--- config.mk ---
export PLATFORM = sky130hd
export DESIGN_NAME = gencon_n
export DESIGN_NICKNAME = d
export VERILOG_FILES = /design/src/rtl/gencon_n.sv
export SDC_FILE = /design/constraint.sdc
export NUM_CORES = 1
export LEC_CHECK = 0
export CAP_MARGIN = 20
export CELL_PAD_IN_SITES_DETAIL_PLACEMENT = 1
export CELL_PAD_IN_SITES_GLOBAL_PLACEMENT = 2
export CORE_UTILIZATION = 38
export CTS_BUF_LIST = sky130_fd_sc_hd__clkbuf_4 sky130_fd_sc_hd__clkbuf_8 sky130_fd_sc_hd__clkbuf_16
export DETAILED_ROUTE_END_ITERATION = 16
export PLACE_DENSITY_LB_ADDON = 0.1
export SKIP_CTS_REPAIR_TIMING = 1
export SYNTH_ARGS = -nofsm -noshare
export SYNTH_HDL_FRONTEND = slang
export SYNTH_SLANG_ARGS = --single-unit
--- constraint.sdc ---
create_clock -name clk -period 8.33 [get_ports clk]
set_input_delay 2.0825 -clock clk [delete_from_list [all_inputs] [get_ports clk]]
set_output_delay 2.0825 -clock clk [all_outputs]
set_load 0.01 [all_outputs]
--- src/rtl/gencon_n.sv ---
// gencon_n - parametrised calculator controller.
//
// Takes BCD keypad digits, a sign toggle, an operator and an equals strobe
// from the debouncers, builds two sign-magnitude operands of WIDTH bits and
// computes add/subtract (one cycle), multiply (shift-add) and optionally
// divide (restoring) before presenting the result to the display decoder.
//
// Ports:
//   clk              in  1      rising-edge clock
//   RST              in  1      synchronous active-high reset
//   keypad_input     in  4      BCD digit, 10..15 ignored
//   read_input       in  1      digit strobe, acted on at its rising edge
//   operator_input   in  3      001 sign, 010 add, 011 sub, 100 mul, 101 div
//   equal_input      in  1      equals strobe, acted on at its rising edge
//   display_output   out WIDTH  sign-magnitude value shown
//   complete         out 1      result valid (level while in DONE)
//   overflow         out 1      saturation, divide-by-zero or rejected digit
//   tb_current_state out 3      state encoding for debug
//
// Build option: define GENCON_DIV_EN to include the restoring divider;
// without it operator code 101 is ignored like any illegal code.

module gencon_n #(
    parameter int WIDTH = 16
) (
    input  logic             clk,
    input  logic             RST,
    input  logic [3:0]       keypad_input,
    input  logic             read_input,
    input  logic [2:0]       operator_input,
    input  logic             equal_input,
    output logic [WIDTH-1:0] display_output,
    output logic             complete,
    output logic             overflow,
    output logic [2:0]       tb_current_state
);

    localparam int             M       = WIDTH - 1;
    localparam logic [M-1:0]   MAXM    = '1;
    localparam logic [5:0]     STEPS   = 6'(WIDTH - 1);
    localparam logic [WIDTH:0] ONE_W   = 1;
    localparam logic [2:0]     OP_SIGN = 3'b001;
    localparam logic [2:0]     OP_ADD  = 3'b010;
    localparam logic [2:0]     OP_SUB  = 3'b011;
    localparam logic [2:0]     OP_MUL  = 3'b100;
`ifdef GENCON_DIV_EN
    localparam logic [2:0]     OP_DIV  = 3'b101;
`endif

    typedef enum logic [2:0] {
        ENTER_A = 3'd0,
        OP_WAIT = 3'd1,
        COMPUTE = 3'd2,
        ENTER_B = 3'd3,
        DONE    = 3'd4
    } state_t;

    state_t state;
    state_t next_state;

    // input sampling and edge history
    logic [3:0] key_q;
    logic       read_q, read_prev;
    logic [2:0] op_q, op_prev;
    logic       equal_q, equal_prev;

    // operands, latched operator and result
    logic [M-1:0] mag_a, mag_b, res_mag;
    logic         sign_a, sign_b, res_sign;
    logic         b_entered;
    logic [2:0]   op_code;

    // shift-add multiplier
    logic [2*M-1:0] prod, mcand;
    logic [M-1:0]   mplier;
    logic [5:0]     step_count;

`ifdef GENCON_DIV_EN
    // restoring divider: quotient bits shift in where dividend bits leave
    logic [M-1:0] quo, rem;
    logic [M:0]   rem_shift, rem_sub;
`endif

    // decoded events and per-cycle actions
    logic digit_evt, op_evt, equal_evt, op_is_sign, op_is_arith;
    logic act_digit, act_sign, act_latch, act_start, act_step, act_finish;
    logic act_new, act_chain, act_negate;
    logic compute_done;

    // digit accumulation and add/sub datapath
    logic [M-1:0]   digit_base;
    logic [M+3:0]   digit_ext, digit_next;
    logic           digit_drop;
    logic           sa_eff, sb_eff;
    logic [WIDTH:0] val_a, val_b, sum, sum_abs;
    logic           sum_over, prod_over;
    logic [M-1:0]   shown_mag;
    logic           shown_sign;

    // Events are taken from the registered samples so every action happens
    // one edge after the strobe is first seen high.
    assign digit_evt  = read_q & ~read_prev & (key_q <= 4'd9);
    assign op_evt     = (op_prev == 3'b000) && (op_q != 3'b000);
    assign equal_evt  = equal_q & ~equal_prev;
    assign op_is_sign = (op_q == OP_SIGN);
`ifdef GENCON_DIV_EN
    assign op_is_arith = (op_q == OP_ADD) || (op_q == OP_SUB) ||
                         (op_q == OP_MUL) || (op_q == OP_DIV);
`else
    assign op_is_arith = (op_q == OP_ADD) || (op_q == OP_SUB) || (op_q == OP_MUL);
`endif

    // A zero magnitude always carries a positive sign, but the stored sign
    // bit is kept so that "sign, then digits" still yields a negative value.
    assign sa_eff = sign_a & (|mag_a);
    assign sb_eff = sign_b & (|mag_b);

    // Candidate magnitude after appending the current digit (mag*10 + d),
    // computed four bits wider so an out-of-range result is visible.
    always_comb begin
        digit_base = (state == ENTER_B) ? mag_b : mag_a;
        digit_ext  = {4'b0000, digit_base};
        digit_next = (digit_ext << 3) + (digit_ext << 1) + {{M{1'b0}}, key_q};
        digit_drop = (digit_next > {4'b0000, MAXM});
    end

    // Add/subtract in WIDTH+1-bit two's complement, then back to magnitude.
    always_comb begin
        val_a    = sa_eff ? (~{2'b00, mag_a} + ONE_W) : {2'b00, mag_a};
        val_b    = sb_eff ? (~{2'b00, mag_b} + ONE_W) : {2'b00, mag_b};
        sum      = (op_code == OP_SUB) ? (val_a - val_b) : (val_a + val_b);
        sum_abs  = sum[WIDTH] ? (~sum + ONE_W) : sum;
        sum_over = (sum_abs > {2'b00, MAXM});
        prod_over = (prod > {{M{1'b0}}, MAXM});
    end

`ifdef GENCON_DIV_EN
    // One restoring step: a borrow out of the trial subtraction means the
    // divisor did not fit and the shifted remainder is kept.
    always_comb begin
        rem_shift = {rem, quo[M-1]};
        rem_sub   = rem_shift - {1'b0, mag_b};
    end
`endif

    // Add/sub finish in their first COMPUTE cycle; multiply and divide run
    // WIDTH-1 iteration cycles and finish on the following one.
    assign compute_done = (op_code == OP_ADD) || (op_code == OP_SUB) ||
                          (step_count == STEPS);

    // State register.
    always_ff @(posedge clk) begin
        if (RST) begin
            state <= ENTER_A;
        end else begin
            state <= next_state;
        end
    end

    // Next-state and action decode; only one action per edge, chosen in the
    // order equal > operator > digit.
    always_comb begin
        next_state = state;
        act_digit  = 1'b0;
        act_sign   = 1'b0;
        act_latch  = 1'b0;
        act_start  = 1'b0;
        act_step   = 1'b0;
        act_finish = 1'b0;
        act_new    = 1'b0;
        act_chain  = 1'b0;
        act_negate = 1'b0;
        complete   = 1'b0;
        case (state)
            ENTER_A, ENTER_B: begin
                if (equal_evt) begin
                    if (state == ENTER_B) begin
                        act_start  = 1'b1;
                        next_state = COMPUTE;
                    end
                end else if (op_evt && op_is_sign) begin
                    act_sign = 1'b1;
                end else if (op_evt && op_is_arith) begin
                    act_latch  = 1'b1;
                    next_state = ENTER_B;
                end else if (digit_evt) begin
                    act_digit = 1'b1;
                end
            end
            OP_WAIT: begin
                next_state = ENTER_B;
            end
            COMPUTE: begin
                if (compute_done) begin
                    act_finish = 1'b1;
                    next_state = DONE;
                end else begin
                    act_step = 1'b1;
                end
            end
            DONE: begin
                complete = 1'b1;
                if (!equal_evt) begin
                    if (op_evt && op_is_sign) begin
                        act_negate = 1'b1;
                        next_state = ENTER_A;
                    end else if (op_evt && op_is_arith) begin
                        act_chain  = 1'b1;
                        next_state = ENTER_B;
                    end else if (digit_evt) begin
                        act_new    = 1'b1;
                        next_state = ENTER_A;
                    end
                end
            end
            default: begin
                next_state = ENTER_A;
            end
        endcase
    end

    // Input history, operands, sequential arithmetic and flags.
    always_ff @(posedge clk) begin
        if (RST) begin
            key_q      <= '0;
            read_q     <= 1'b0;
            read_prev  <= 1'b0;
            op_q       <= '0;
            op_prev    <= '0;
            equal_q    <= 1'b0;
            equal_prev <= 1'b0;
            mag_a      <= '0;
            mag_b      <= '0;
            sign_a     <= 1'b0;
            sign_b     <= 1'b0;
            b_entered  <= 1'b0;
            op_code    <= '0;
            res_mag    <= '0;
            res_sign   <= 1'b0;
            overflow   <= 1'b0;
            prod       <= '0;
            mcand      <= '0;
            mplier     <= '0;
            step_count <= '0;
`ifdef GENCON_DIV_EN
            quo        <= '0;
            rem        <= '0;
`endif
        end else begin
            key_q      <= keypad_input;
            read_q     <= read_input;
            read_prev  <= read_q;
            op_q       <= operator_input;
            op_prev    <= op_q;
            equal_q    <= equal_input;
            equal_prev <= equal_q;

            if (act_digit) begin
                if (digit_drop) begin
                    overflow <= 1'b1;
                end else if (state == ENTER_B) begin
                    mag_b <= digit_next[M-1:0];
                end else begin
                    mag_a    <= digit_next[M-1:0];
                    overflow <= 1'b0;
                end
                if (state == ENTER_B) begin
                    b_entered <= 1'b1;
                end
            end

            if (act_sign) begin
                if (state == ENTER_B) begin
                    sign_b    <= ~sign_b;
                    b_entered <= 1'b1;
                end else begin
                    sign_a <= ~sign_a;
                end
            end

            if (act_latch) begin
                op_code <= op_q;
            end

            if (act_start) begin
                prod       <= '0;
                mcand      <= {{M{1'b0}}, mag_a};
                mplier     <= mag_b;
                step_count <= '0;
`ifdef GENCON_DIV_EN
                quo        <= mag_a;
                rem        <= '0;
`endif
            end

            if (act_step) begin
                step_count <= step_count + 6'd1;
                if (op_code == OP_MUL) begin
                    if (mplier[0]) begin
                        prod <= prod + mcand;
                    end
                    mcand  <= mcand << 1;
                    mplier <= mplier >> 1;
                end
`ifdef GENCON_DIV_EN
                else if (op_code == OP_DIV) begin
                    if (rem_sub[M]) begin
                        rem <= rem_shift[M-1:0];
                        quo <= {quo[M-2:0], 1'b0};
                    end else begin
                        rem <= rem_sub[M-1:0];
                        quo <= {quo[M-2:0], 1'b1};
                    end
                end
`endif
            end

            if (act_finish) begin
                if (op_code == OP_MUL) begin
                    res_mag  <= prod_over ? MAXM : prod[M-1:0];
                    res_sign <= (sa_eff ^ sb_eff) & (|prod);
                    overflow <= overflow | prod_over;
                end
`ifdef GENCON_DIV_EN
                else if (op_code == OP_DIV) begin
                    if (mag_b == '0) begin
                        res_mag  <= '0;
                        res_sign <= 1'b0;
                        overflow <= 1'b1;
                    end else begin
                        res_mag  <= quo;
                        res_sign <= (sa_eff ^ sb_eff) & (|quo);
                    end
                end
`endif
                else begin
                    res_mag  <= sum_over ? MAXM : sum_abs[M-1:0];
                    res_sign <= sum[WIDTH];
                    overflow <= overflow | sum_over;
                end
            end

            // A fresh digit after a result starts over from a clean slate.
            if (act_new) begin
                mag_a     <= {{(M-4){1'b0}}, key_q};
                sign_a    <= 1'b0;
                mag_b     <= '0;
                sign_b    <= 1'b0;
                b_entered <= 1'b0;
                op_code   <= '0;
                overflow  <= 1'b0;
            end

            // Chaining keeps the result as the new left operand.
            if (act_chain) begin
                mag_a     <= res_mag;
                sign_a    <= res_sign;
                mag_b     <= '0;
                sign_b    <= 1'b0;
                b_entered <= 1'b0;
                op_code   <= op_q;
            end

            if (act_negate) begin
                mag_a     <= res_mag;
                sign_a    <= ~res_sign;
                mag_b     <= '0;
                sign_b    <= 1'b0;
                b_entered <= 1'b0;
            end
        end
    end

    // Display source: B only once the user has started typing it.
    always_comb begin
        shown_mag  = mag_a;
        shown_sign = sign_a;
        case (state)
            ENTER_B, COMPUTE: begin
                if (b_entered) begin
                    shown_mag  = mag_b;
                    shown_sign = sign_b;
                end
            end
            DONE: begin
                shown_mag  = res_mag;
                shown_sign = res_sign;
            end
            default: begin
                shown_mag  = mag_a;
                shown_sign = sign_a;
            end
        endcase
    end

    assign display_output   = {shown_sign & (|shown_mag), shown_mag};
    assign tb_current_state = state;

endmodule

==> results.toml, run 1 <==
[setup_path]
endpoint_kind = "flip-flop"
critPathLaunch = "mag_b[0]"
critPathCapture = "res_mag[13]"
r2r-end = "res_mag[13]"
path_buf_inv = 1
critPathMaxFanout = 16
critical-path-top-delay-family = "simple AND/OR/NAND/NOR gates"
regToRegStartpoint = "mag_b[0]"
required_ns = 8.60
crit_chain = "inv_1 -> ha_1 -> or4b_2 -> or4_4 -> nand2_1 -> nor2_1 -> xnor2_1 -> nand4b_1 -> nor4_1 -> nor2_1 -> xor2_1 -> ha_1 -> o21ai_0 -> a21oi_1 -> a41o_1 -> o41a_1 -> xnor2_1 -> nand2b_1 -> or4b_2 -> a21oi_2 -> o311a_4 -> a311oi_1"
critical_path_depth = 22
path_class = "flip-flop to flip-flop"
ff2ff_path_depth = 22
crit_path_max_incr_delay_ns = 0.69
crit_path_top_delay_cell = "or4b_2"
critPathArrivalTime_ns = 6.84
startpoint_type = "flip-flop"
r2r_setup_slack_ns = 1.76

[clock_tree]
cts-root-buf = "clkbuf_16"
cts_buffers = 17
tritoncts = "done"
cts_sinks = 151
cts.path.max_buffers = 2
h-tree-depth = 4
clkLatencyLatePin_ns = 0.44
clk_pin_slew_ns = 0.07

[route]
ant_nets = 0
drc = 0
drt_wl_total_um = 37600
drtIter0Drc = 598
wire_per_inst_um = 20.55
vias = 10590
viasPerCell = 5.789
dr.pass1.iters = 5

[die]
die_h_um = 173.5
ios = 32
start_util_pct = 38.75
fp.dieArea_mm2 = 0.03012
die-width_um = 173.5
core_mm2 = 0.02886
std_cell_rows = 62

[grt]
grt_pass1_wl_um = 59860
overflow = 0
grt_start_max_net_pins = 73
grt_pass1_vias = 10790
globalRouteTotalUtil_pct = 25.26
antenna_found_initial = 0

[sta]
fmax_mhz = 152.3
rsz0062_at_grt = "no"
worst-slew-pin-transition_ns = 1.110
finalClockSkew_ns = 0.01151
period_needed_ns = 6.565
drv_slew = 0
finalCritPeriodShare_pct = 78.82
timing_hold_violations_final = 0
slew_headroom_pct = 24.07
setup_tns_ns = 0
setup_viol = 0

[layout]
fin_nets = 1526
drive_gt1_share_pct = 6.155
fillers = 3555
areaGrowthSynthToFinish_pct = 11.02
antenna_cells = 0

[logic_synthesis]
ys_seq_area_share_pct = 27.03
postSynthAreaPerCell_um2 = 7.680
syn_inst = 1456
ys_ff_latch = 151
ys.flop_type = "dfxtp_1"
synth_commonest_cells = "171 x nand2_1, 158 x nor2_1, 151 x dfxtp_1"
synth.most_common_cell = "nand2_1"
synth_edf_count = 0
yosys_warnings = 0
synth_area_leader_cell = "dfxtp_1"
synthArstFlopShare_pct = 0
synth_fp_nets = 1549
synth.distinct_cells = 72
synth_area_leaders = "dfxtp_1 27%, ha_1 8.7%, a21oi_1 6.1%"
synth_top_area_share_pct = 27.03
syn_area_mm2 = 0.01118

[place]
gp_congestion = 0.8724
port_buffers = 31
dp_hpwl_um = 28160

[pwr]
powerDensity_mw_per_mm2 = 194.8
p_total_uw = 2418
power_leakage_uw = 0.005076
vdd_ir_drop_max_mv = 0.1423

[status]
status = "finished, final reports clean"

[job]
max_cap_violations = 0

[min_path]
hold_path_class = "flip-flop to flip-flop"
[where the power goes]
part	internal, µW	switching, µW	total (µW)
sequential	741	36.4	777
combinational	307	459	766
clock	532	343	875
total	1580	839	2420
[cell usage in the layout, fill, tap and decap left out, drive strengths merged, types with 20 or more instances in the layout]
cell type	instances
xnor2	65
mux2i	44
nor2	158
a21oi	137
a211oi	53
nor3	39
nand2	172
inv	42
clkdlybuf4s50	30
clkbuf	20
nor2b	40
dfxtp	151
o21ai	46
nand2b	20
ha	78
xor2	34
nand3	55
[through the flow]
| step | hold slack, ns | utilization [%] | setup slack [ns] | instances | cell area [µm²] |
|---|---|---|---|---|---|
| global route | 0.4808 | 43.02 | 1.270 | 1830 | 12410 |
| floorplan | 0.4297 | - | 2.335 | 1456 | 11180 |
| global placement | 0.4441 | 40.71 | 1.848 | 1797 | 11750 |
| CTS | 0.4677 | 42.98 | 1.729 | 1829 | 12400 |
| finish | 0.4628 | 43.02 | 1.765 | 1830 | 12410 |
| detailed placement | 0.4527 | 40.71 | 1.738 | 1797 | 11750 |
[layout make-up]
class | count | area (µm²) | share of cell area (%)
inverter | 39 | 146.4 | 1.179
tap | 384 | 480.5 | 3.870
multi-input combinational | 1178 | 7686 | 61.91
clock inverter | 12 | 187.7 | 1.512
clock buffer | 20 | 466.7 | 3.759
sequential | 151 | 3023 | 24.35
timing repair buffer | 46 | 424.2 | 3.417
[routing by layer]
layer	GRT usage (%)	up-vias	wire length [µm]
met5	0	-	0
met4	6.711	0	699
met2	41.65	173	17280
li1	-	5172	-
met3	3.092	36	1198
met1	34.63	5212	18420
[registers in the layout, indices dropped and copies added (netlist names), 3 cells and up, named ones only]
name / count
key_q: 4
mag_a: 15
mag_b: 15
mcand: 30
mplier: 15
op_code: 3
op_prev: 3
op_q: 3
prod: 30
res_mag: 15
step_count: 6
tb_current_state: 3
[worst min-delay path by stage]
stage                     slack [ns]       from        end  cells past startpoint
after global routing            0.48     read_q  read_prev                      1
after floorplan                 0.43     read_q  read_prev                      1
after global placement          0.44  flip-flop  flip-flop                      2
after detailed placement        0.45     read_q  read_prev                      1
final                           0.46     read_q  read_prev                      1
after CTS                       0.47     read_q  read_prev                      1
[worst register-to-register path, stage by stage, from the launching register on]
cell	delay, ns
dfxtp_1	0.41
inv_1	0.14
ha_1	0.29
or4b_2	0.60
or4_4	0.44
nand2_1	0.36
nor2_1	0.11
xnor2_1	0.23
nand4b_1	0.14
nor4_1	0.51
nor2_1	0.10
xor2_1	0.17
ha_1	0.32
o21ai_0	0.12
a21oi_1	0.09
a41o_1	0.25
o41a_1	0.40
xnor2_1	0.25
nand2b_1	0.11
or4b_2	0.69
a21oi_2	0.17
o311a_4	0.38
a311oi_1	0.14
[cells by family after synthesis]
| logic type | share of synthesized area, % |
|---|---|
| AOI/OAI and AO/OA | 22.38 |
| xor gates and xnor gates | 7.754 |
| adders and majority gates | 9.444 |
| buffers and inverters | 4.487 |
| DFF | 27.03 |
| muxes | 4.341 |
| and+or+nand+nor | 24.56 |
Power figures use the tool's default switching activity.
==> run 2: changes to the inputs <==
clock period = 6.2 ns   (was 8.33 ns; I/O delays follow)
==> run 2 against run 1 <==
Compared with the run above: clock skew up 0.0023 ns; cell count up 2.5%; critical path depth down 3; core utilization up 1.4 points; final area up 3.3%; largest cell class unchanged; setup slack worse by 1.5 ns; global-route usage up 0.73 points; critical path type unchanged; clock-buffer cell count up 1; first-iteration DRC count down 1.2%; routed wire length up 3.0%; combinational power up 48%; highest routed layer unchanged.
==> results.toml, run 2 (synthesis results as in run 1) <==
[clock_tree]
h-tree-depth = 4
cts-root-buf = "clkbuf_16"
cts_sinks = 151
cts.path.max_buffers = 2
clkLatencyLatePin_ns = 0.44
tritoncts = "done"
cts_buffers = 17
clk_pin_slew_ns = 0.06

[layout]
final_cells = 1876
areaGrowthSynthToFinish_pct = 14.65
fillers = 3605
drive_gt1_share_pct = 9.786
utilization_pct = 44.42
top_regs = "mcand: 30 flops, prod: 30 flops"
fin_nets = 1573
final_common_cell = "nand2_1"
antenna_cells = 0
mostFrequentLayoutCells = "168 x nand2_1, 157 x nor2_1, 151 x dfxtp_1"

[die]
fp.dieArea_mm2 = 0.03012
std_cell_rows = 62
start_util_pct = 38.75
die_h_um = 173.5
core_mm2 = 0.02886
ios = 32
die-width_um = 173.5

[sta]
period_needed_ns = 5.979
setup_tns_ns = 0
drv_slew = 0
finalClockSkew_ns = 0.01377
finalCritPeriodShare_pct = 96.43
slew_headroom_pct = 24.81
setup_viol = 0
timing_hold_violations_final = 0
fmax_mhz = 167.3
timing.hold.ws_ns = 0.4627
setup_ws_ns = 0.2213
worst-slew-pin-transition_ns = 1.124

[min_path]
hold_path_class = "flip-flop to flip-flop"
worstHoldPathCells = 1

[setup_path]
critPathMaxFanout = 8
required_ns = 6.48
startpoint_type = "flip-flop"
critPathArrivalTime_ns = 6.26
path_class = "flip-flop to flip-flop"
endpoint_kind = "flip-flop"
ff2ff_path_depth = 19

[pwr]
power_leakage_uw = 0.005326
vdd_ir_drop_max_mv = 0.1911
powerDensity_mw_per_mm2 = 257.2

[grt]
antenna_found_initial = 0
overflow = 0
grt_pass1_wl_um = 61660
grt_pass1_vias = 10980
globalRouteTotalUtil_pct = 25.99
grt_start_max_net_pins = 80

[place]
dp_hpwl_um = 29310
place_ws_ns = 0.1301
gp_congestion = 0.8479
port_buffers = 31
dp_cells = 1841

[route]
dr.pass1.iters = 5
wire_per_inst_um = 20.64
drc = 0
vias = 10690
ant_nets = 0
viasPerCell = 5.697
drtIter0Drc = 591
drt_wl_total_um = 38720

[status]
status = "finished, final reports clean"

[job]
max_cap_violations = 0
run 2: cell types whose count changed in the layout (fill, tap and decap cells not counted), sizes merged:
cell      change
inv           -2
clkinvlp      -1
buf          +46
clkinv        +1
o311a         +1
clkbuf        +1
run 2: through the flow:
stage | power, µW | cell area (µm²)
final | 3298 | 12820
after global placement | 2111 | 12080
after CTS | 3281 | 12710
after floorplan | 1844 | 11180
after global routing | 3476 | 12820
after detailed placement | 2129 | 12080
run 2: path summary, 6_finish.rpt:
check	start	endpoint	slack, ns
worst max-delay path	mag_b[0]	res_mag[2]	0.22
worst min-delay path	read_q	read_prev	0.46
worst max register to register	mag_b[0]	res_mag[2]	0.22
worst min register to register	read_q	read_prev	0.46
run 2: layout make-up:
| cell class | instances | area [µm²] | area share, % |
|---|---|---|---|
| multi-input combinational | 1179 | 7774 | 60.64 |
| timing repair buffer | 92 | 765.7 | 5.973 |
| tap | 384 | 480.5 | 3.748 |
| clock buffer | 21 | 461.7 | 3.601 |
| clock inverter | 10 | 168.9 | 1.318 |
| sequential | 151 | 3023 | 23.58 |
| inverter | 39 | 146.4 | 1.142 |
run 2: layer usage:
| layer | vias to the layer above | wire (µm) | track usage [%] |
|---|---|---|---|
| li1 | 5266 | - | - |
| met1 | 5255 | 18870 | 35.08 |
| met2 | 137 | 18210 | 43.57 |
| met3 | 30 | 1128 | 3.553 |
| met4 | 0 | 518 | 6.268 |
| met5 | - | 0 | 0 |
run 2: power breakdown:
group | internal [µW] | total [µW] | leakage [µW] | switching [µW]
Sequential | 995 | 1020 | 0.00122 | 24.7
Combinational | 463 | 1130 | 0.00379 | 671
Clock | 699 | 1140 | 0.000312 | 444
Total | 2160 | 3300 | 0.00533 | 1140
run 2: critical path, cell delays in order, from the launching register on:
cell and delay (ns):
dfxtp_1 0.31, inv_1 0.09, ha_2 0.20, or4b_2 0.58
or4_4 0.45, nand2_2 0.13, buf_4 0.17, mux2i_1 0.23
xnor2_1 0.13, fa_1 0.45, a211oi_1 0.36, o21ai_0 0.28
a41o_1 0.31, o41a_1 0.47, xnor2_2 0.21, nand2b_1 0.09
or4b_2 0.73, a21oi_4 0.23, o311a_4 0.29, a311oi_1 0.11
